File: src/rtl/lnzd_index_scheduler.sv
// Turns nonzero group masks into absolute element indices, highest bit first, one index per cycle.
// Latency 1 from mask to first index; the index holds under !idx_ready, and the next mask is taken while idle or alongside the last index.
module lnzd_index_scheduler #(
  parameter  int BIT_WIDTH = 8,
  parameter  int NUM_GROUP = 4,
  localparam int IDX_WIDTH = $clog2(BIT_WIDTH * NUM_GROUP)
) (
  input  logic                 clk,
  input  logic                 rst,
  input  logic                 mask_valid,
  output logic                 mask_ready,
  input  logic [BIT_WIDTH-1:0] mask_data,
  output logic                 idx_valid,
  input  logic                 idx_ready,
  output logic [IDX_WIDTH-1:0] idx_data,
  output logic                 idx_last,
  output logic                 vec_done,
  output logic                 busy
);

  localparam int POS_W = $clog2(BIT_WIDTH);
  localparam int GRP_W = (NUM_GROUP > 1) ? $clog2(NUM_GROUP) : 1;
  localparam logic [GRP_W-1:0] LAST_GRP = GRP_W'(NUM_GROUP - 1);

  typedef enum logic {
    IDLE  = 1'b0,
    ISSUE = 1'b1
  } state_t;

  state_t               state;
  logic [BIT_WIDTH-1:0] residual;
  logic [GRP_W-1:0]     group;
  logic                 vec_done_q;

  logic [POS_W-1:0]     pos;
  logic                 single_bit;
  logic                 idx_fire;
  logic                 mask_fire;
  logic                 mask_nz;
  logic [GRP_W-1:0]     grp_inc1;
  logic [GRP_W-1:0]     grp_inc2;

  // Leading nonzero detector: the highest set bit wins.
  always_comb begin
    pos = '0;
    for (int i = 0; i < BIT_WIDTH; i++) begin
      if (residual[i]) pos = POS_W'(i);
    end
  end

  assign single_bit = (residual != '0) && ((residual & (residual - BIT_WIDTH'(1))) == '0);

  assign busy      = (state == ISSUE);
  assign idx_valid = busy;
  assign idx_last  = busy && single_bit;
  assign idx_data  = busy ? ((IDX_WIDTH'(group) << POS_W) | IDX_WIDTH'(pos)) : '0;
  assign vec_done  = vec_done_q;

  assign idx_fire   = idx_valid && idx_ready;
  assign mask_ready = (state == IDLE) || (idx_fire && idx_last);
  assign mask_fire  = mask_valid && mask_ready;
  assign mask_nz    = (mask_data != '0);

  assign grp_inc1 = (group == LAST_GRP)    ? '0 : group + GRP_W'(1);
  assign grp_inc2 = (grp_inc1 == LAST_GRP) ? '0 : grp_inc1 + GRP_W'(1);

  always_ff @(posedge clk or posedge rst) begin
    if (rst) begin
      state      <= IDLE;
      residual   <= '0;
      group      <= '0;
      vec_done_q <= 1'b0;
    end else begin
      vec_done_q <= 1'b0;
      case (state)
        IDLE: begin
          if (mask_fire) begin
            if (mask_nz) begin
              residual <= mask_data;
              state    <= ISSUE;
            end else begin
              group      <= grp_inc1;
              vec_done_q <= (group == LAST_GRP);
            end
          end
        end
        ISSUE: begin
          if (idx_fire) begin
            if (single_bit) begin
              if (mask_fire && mask_nz) begin
                residual   <= mask_data;
                group      <= grp_inc1;
                vec_done_q <= (group == LAST_GRP);
              end else if (mask_fire) begin
                // A zero mask taken alongside the last index completes a second group.
                residual   <= '0;
                state      <= IDLE;
                group      <= grp_inc2;
                vec_done_q <= (group == LAST_GRP) || (grp_inc1 == LAST_GRP);
              end else begin
                residual   <= '0;
                state      <= IDLE;
                group      <= grp_inc1;
                vec_done_q <= (group == LAST_GRP);
              end
            end else begin
              residual <= residual & ~(BIT_WIDTH'(1) << pos);
            end
          end
        end
        default: begin
          state    <= IDLE;
          residual <= '0;
        end
      endcase
    end
  end

endmodule
File: config.mk
export PLATFORM = sky130hd
export DESIGN_NAME = lnzd_index_scheduler
export DESIGN_NICKNAME = d
export VERILOG_FILES = /design/src/rtl/lnzd_index_scheduler.sv
export SDC_FILE = /design/constraint.sdc
export NUM_CORES = 1
export LEC_CHECK = 0
export CORE_MARGIN = 2
export CORE_UTILIZATION = 52
export DETAILED_ROUTE_END_ITERATION = 7
export GPL_ROUTABILITY_DRIVEN = 0
export PLACE_DENSITY = 0.89
export RECOVER_POWER = 100
export SYNTH_ARGS = -nofsm -noshare
export SYNTH_HDL_FRONTEND = slang
export SYNTH_SLANG_ARGS = --single-unit
File: constraint.sdc
create_clock -name clk -period 3.4 [get_ports clk]
set_input_delay 0.68 -clock clk [delete_from_list [all_inputs] [get_ports clk]]
set_output_delay 0.68 -clock clk [all_outputs]
set_load 0.05 [all_outputs]
==> results by group <==
CTS
  – # hold bufs at CTS: 0
  – Num CTS Buffers: 3
  – Clock Tree Buf Depth: 2
  – Max H-tree Level: 1
  – Post-CTS setup buffers: 0
  – Clk slew on worst S/H paths: 0.08 ns
  – CTS sink cnt: 12
  – Clk_lat worst skew: about 0.28 ns
  – CTS tree: done
  – Root buffer cell: clkbuf_4
  – CTS resizes: 0

Route
  – DRC violations left: 0
  – Post-Route WL: 2.16 mm
  – 1st-iter DRT viols: 37
  – Router iterations before antenna repair: 5
  – Vias/cell: 6.00
  – Via count: 900
  – WL/cell: between 10 and 15 µm
  – DRT antenna net count: 0

Critical path
  – CP max stage cell: dfrtp_1
  – Critical path data required time: approximately 2.7 ns
  – CP peak stage delay: 0.92 ns
  – Reg-to-Reg End: residual[1]
  – Crit path capture type: output port
  – Worst R2R Setup Slack: ~1.1 ns
  – Critical Setup Path Class: reg -> out
  – CP arrival: between 2 and 2.5 ns
  – FF-to-FF path depth: 5
  – Crit. Startpoint: busy
  – CP Max Fanout: 29
  – Critical R2R Launch: residual[2]
  – Crit path to: idx_data[1]
  – Worst path cell trace: a21boi_0 -> dlygate4sd3_1
  – Critical path startpoint category: flip-flop

Placed design
  – PortBufs: 21
  – Dpl hpwl: around 1.6 mm

Cells and area
  – Most common cell after layout, fill and taps aside: dfrtp_1
  – Nets: 140
  – Commonest cells after routing, fill and taps aside: dfrtp_1, nor2_1, o21ai_0, dlygate4sd3_1
  – Antenna diode count: 0
  – Layout cell share with drive strength beyond 1: 0.0880
  – Area growth syn-to-layout: 24.3%
  – # fillers: 153

Floorplan
  – Initial Util: 0.544
  – Core Area: around 0.0017 mm²
  – Ports: 22
  – FP Rows: 15
  – Die area: about 0.0021 mm²
  – Die Wd: between 40 and 50 µm
  – Die height: about 46 µm

Yosys
  – Most used flip-flop cell after synthesis: dfrtp_1
  – Post-synthesis sequential area ratio: 0.323
  – Mapped Cells: 107
  – Mean post-synth cell area: slightly below 9 µm²
  – Mapped Nets: between 100 and 150
  – Yosys reg bits: 12
  – Async set-reset flop share out of synthesis: 1.00
  – Yosys warns: 0
  – Synth cell types: 45
  – Number of flops mapped to enable cells by yosys: 0
  – Post-Syn Area: just over 900 µm²

Timing
  – Clk_skew: between 0.002 and 0.003 ns
  – Tmin final: about 3.2 ns
  – FMAX: 0.317 GHz
  – Slew Limit Fails: 0
  – Unrepaired setup endpoints after global routing: false
  – Relative slew slack: 0.421
  – Worst slew pin tran: 0.868 ns
  – Fin Setup TNS: 0 ns
  – Fin crit share: 0.928
  – Hold Fails Final Rpt: 0
  – Final setup viols: 0

Global route
  – Global-route wire length before repair: between 3 and 4 mm
  – GR Overflow Total: 0
  – Initial antenna violation count: 0
  – Vias in the first global route: a little under 800
  – Largest net degree at the start of global routing: 30
  – GRT Overall Usage: 0.222

Worst hold path
  – Start point of the worst hold path: residual[0]
  – Min-Delay Path Class: reg -> reg

Job
  – Max_cap viols: 0

Outcome
  – Status: finished, final reports clean
-- worst min-delay path by stage --
stage	cells past startpoint	slack, ns	end
after floorplan	1	0.49	residual[0]
after CTS	1	0.56	residual[0]
after global placement	1	0.53	residual[0]
final	1	0.56	residual[0]
after detailed placement	1	0.54	residual[0]
after global routing	1	0.59	residual[0]
-- cells by family after synthesis --
group,count (synthesis),share of synthesized area
buffers and inverters,13,0.0660
AOI/OAI and AO/OA,37,0.336
and+or+nand+nor,42,0.237
DFF,12,0.323
adders and majority gates,3,0.0377
-- flip-flops by register name, indices dropped and copies added (netlist names) --
name and flops:
vec_done 1, busy 1, residual 8, group 2
-- per-layer routing --
metal  vias to the layer above  GRT usage  share of wire
met5                         -          0              0
met4                         0     0.0629          0.015
met3                         6     0.0510          0.068
met2                        36      0.375           0.48
met1                       422      0.281           0.44
li1                        436          -              -
-- worst max-delay path, delay by kind of cell, from the launching register on --
| family | cells | cell delay [ns] |
|---|---|---|
| buffers and inverters | 1 | 0.92 |
| DFF | 1 | 0.92 |
| AOI/OAI and AO/OA | 1 | 0.35 |
-- final cells by class --
cell class,count,area (µm²),share of cell area
inverter,6,22.5,0.0195
clock buffer,4,36.3,0.0315
timing repair buffer,21,203,0.176
sequential,12,300,0.260
multi-input combinational,82,561,0.486
tap,25,31.3,0.0271
-- stage by stage --
stage | utilization | setup slack (ns) | instances | hold WS [ns] | instance area [µm²]
after floorplan | - | 0.544 | 107 | 0.491 | 928
after global placement | 0.659 | 0.700 | 146 | 0.525 | 1130
after detailed placement | 0.659 | 0.664 | 146 | 0.537 | 1130
after CTS | 0.681 | 0.340 | 150 | 0.559 | 1160
after global routing | 0.675 | 0.185 | 150 | 0.588 | 1150
final | 0.675 | 0.244 | 150 | 0.556 | 1150
-- Yosys cell counts, types with 2 or more instances --
master    number  area [µm²]
clkbuf_1       3        11.3
ha_1           2        25.0
o32ai_1        2        17.5
inv_1          6        22.5
nand2_1        9        33.8
nor4_1         2        12.5
nor2_1        11        41.3
o21ai_1        5        25.0
and2_1         3        18.8
nand3_1        3        15.0
or4_1          2        15.0
dfrtp_1       12         300
o41ai_1        2        17.5
a22o_1         7        61.3
nand2b_1       2        12.5
o21ai_0        5        25.0
o211a_1        2        20.0
a21oi_1        2        10.0
Power is not shown: default switching activity piles up to over one toggle a cycle in this logic, so the estimate is an artifact.
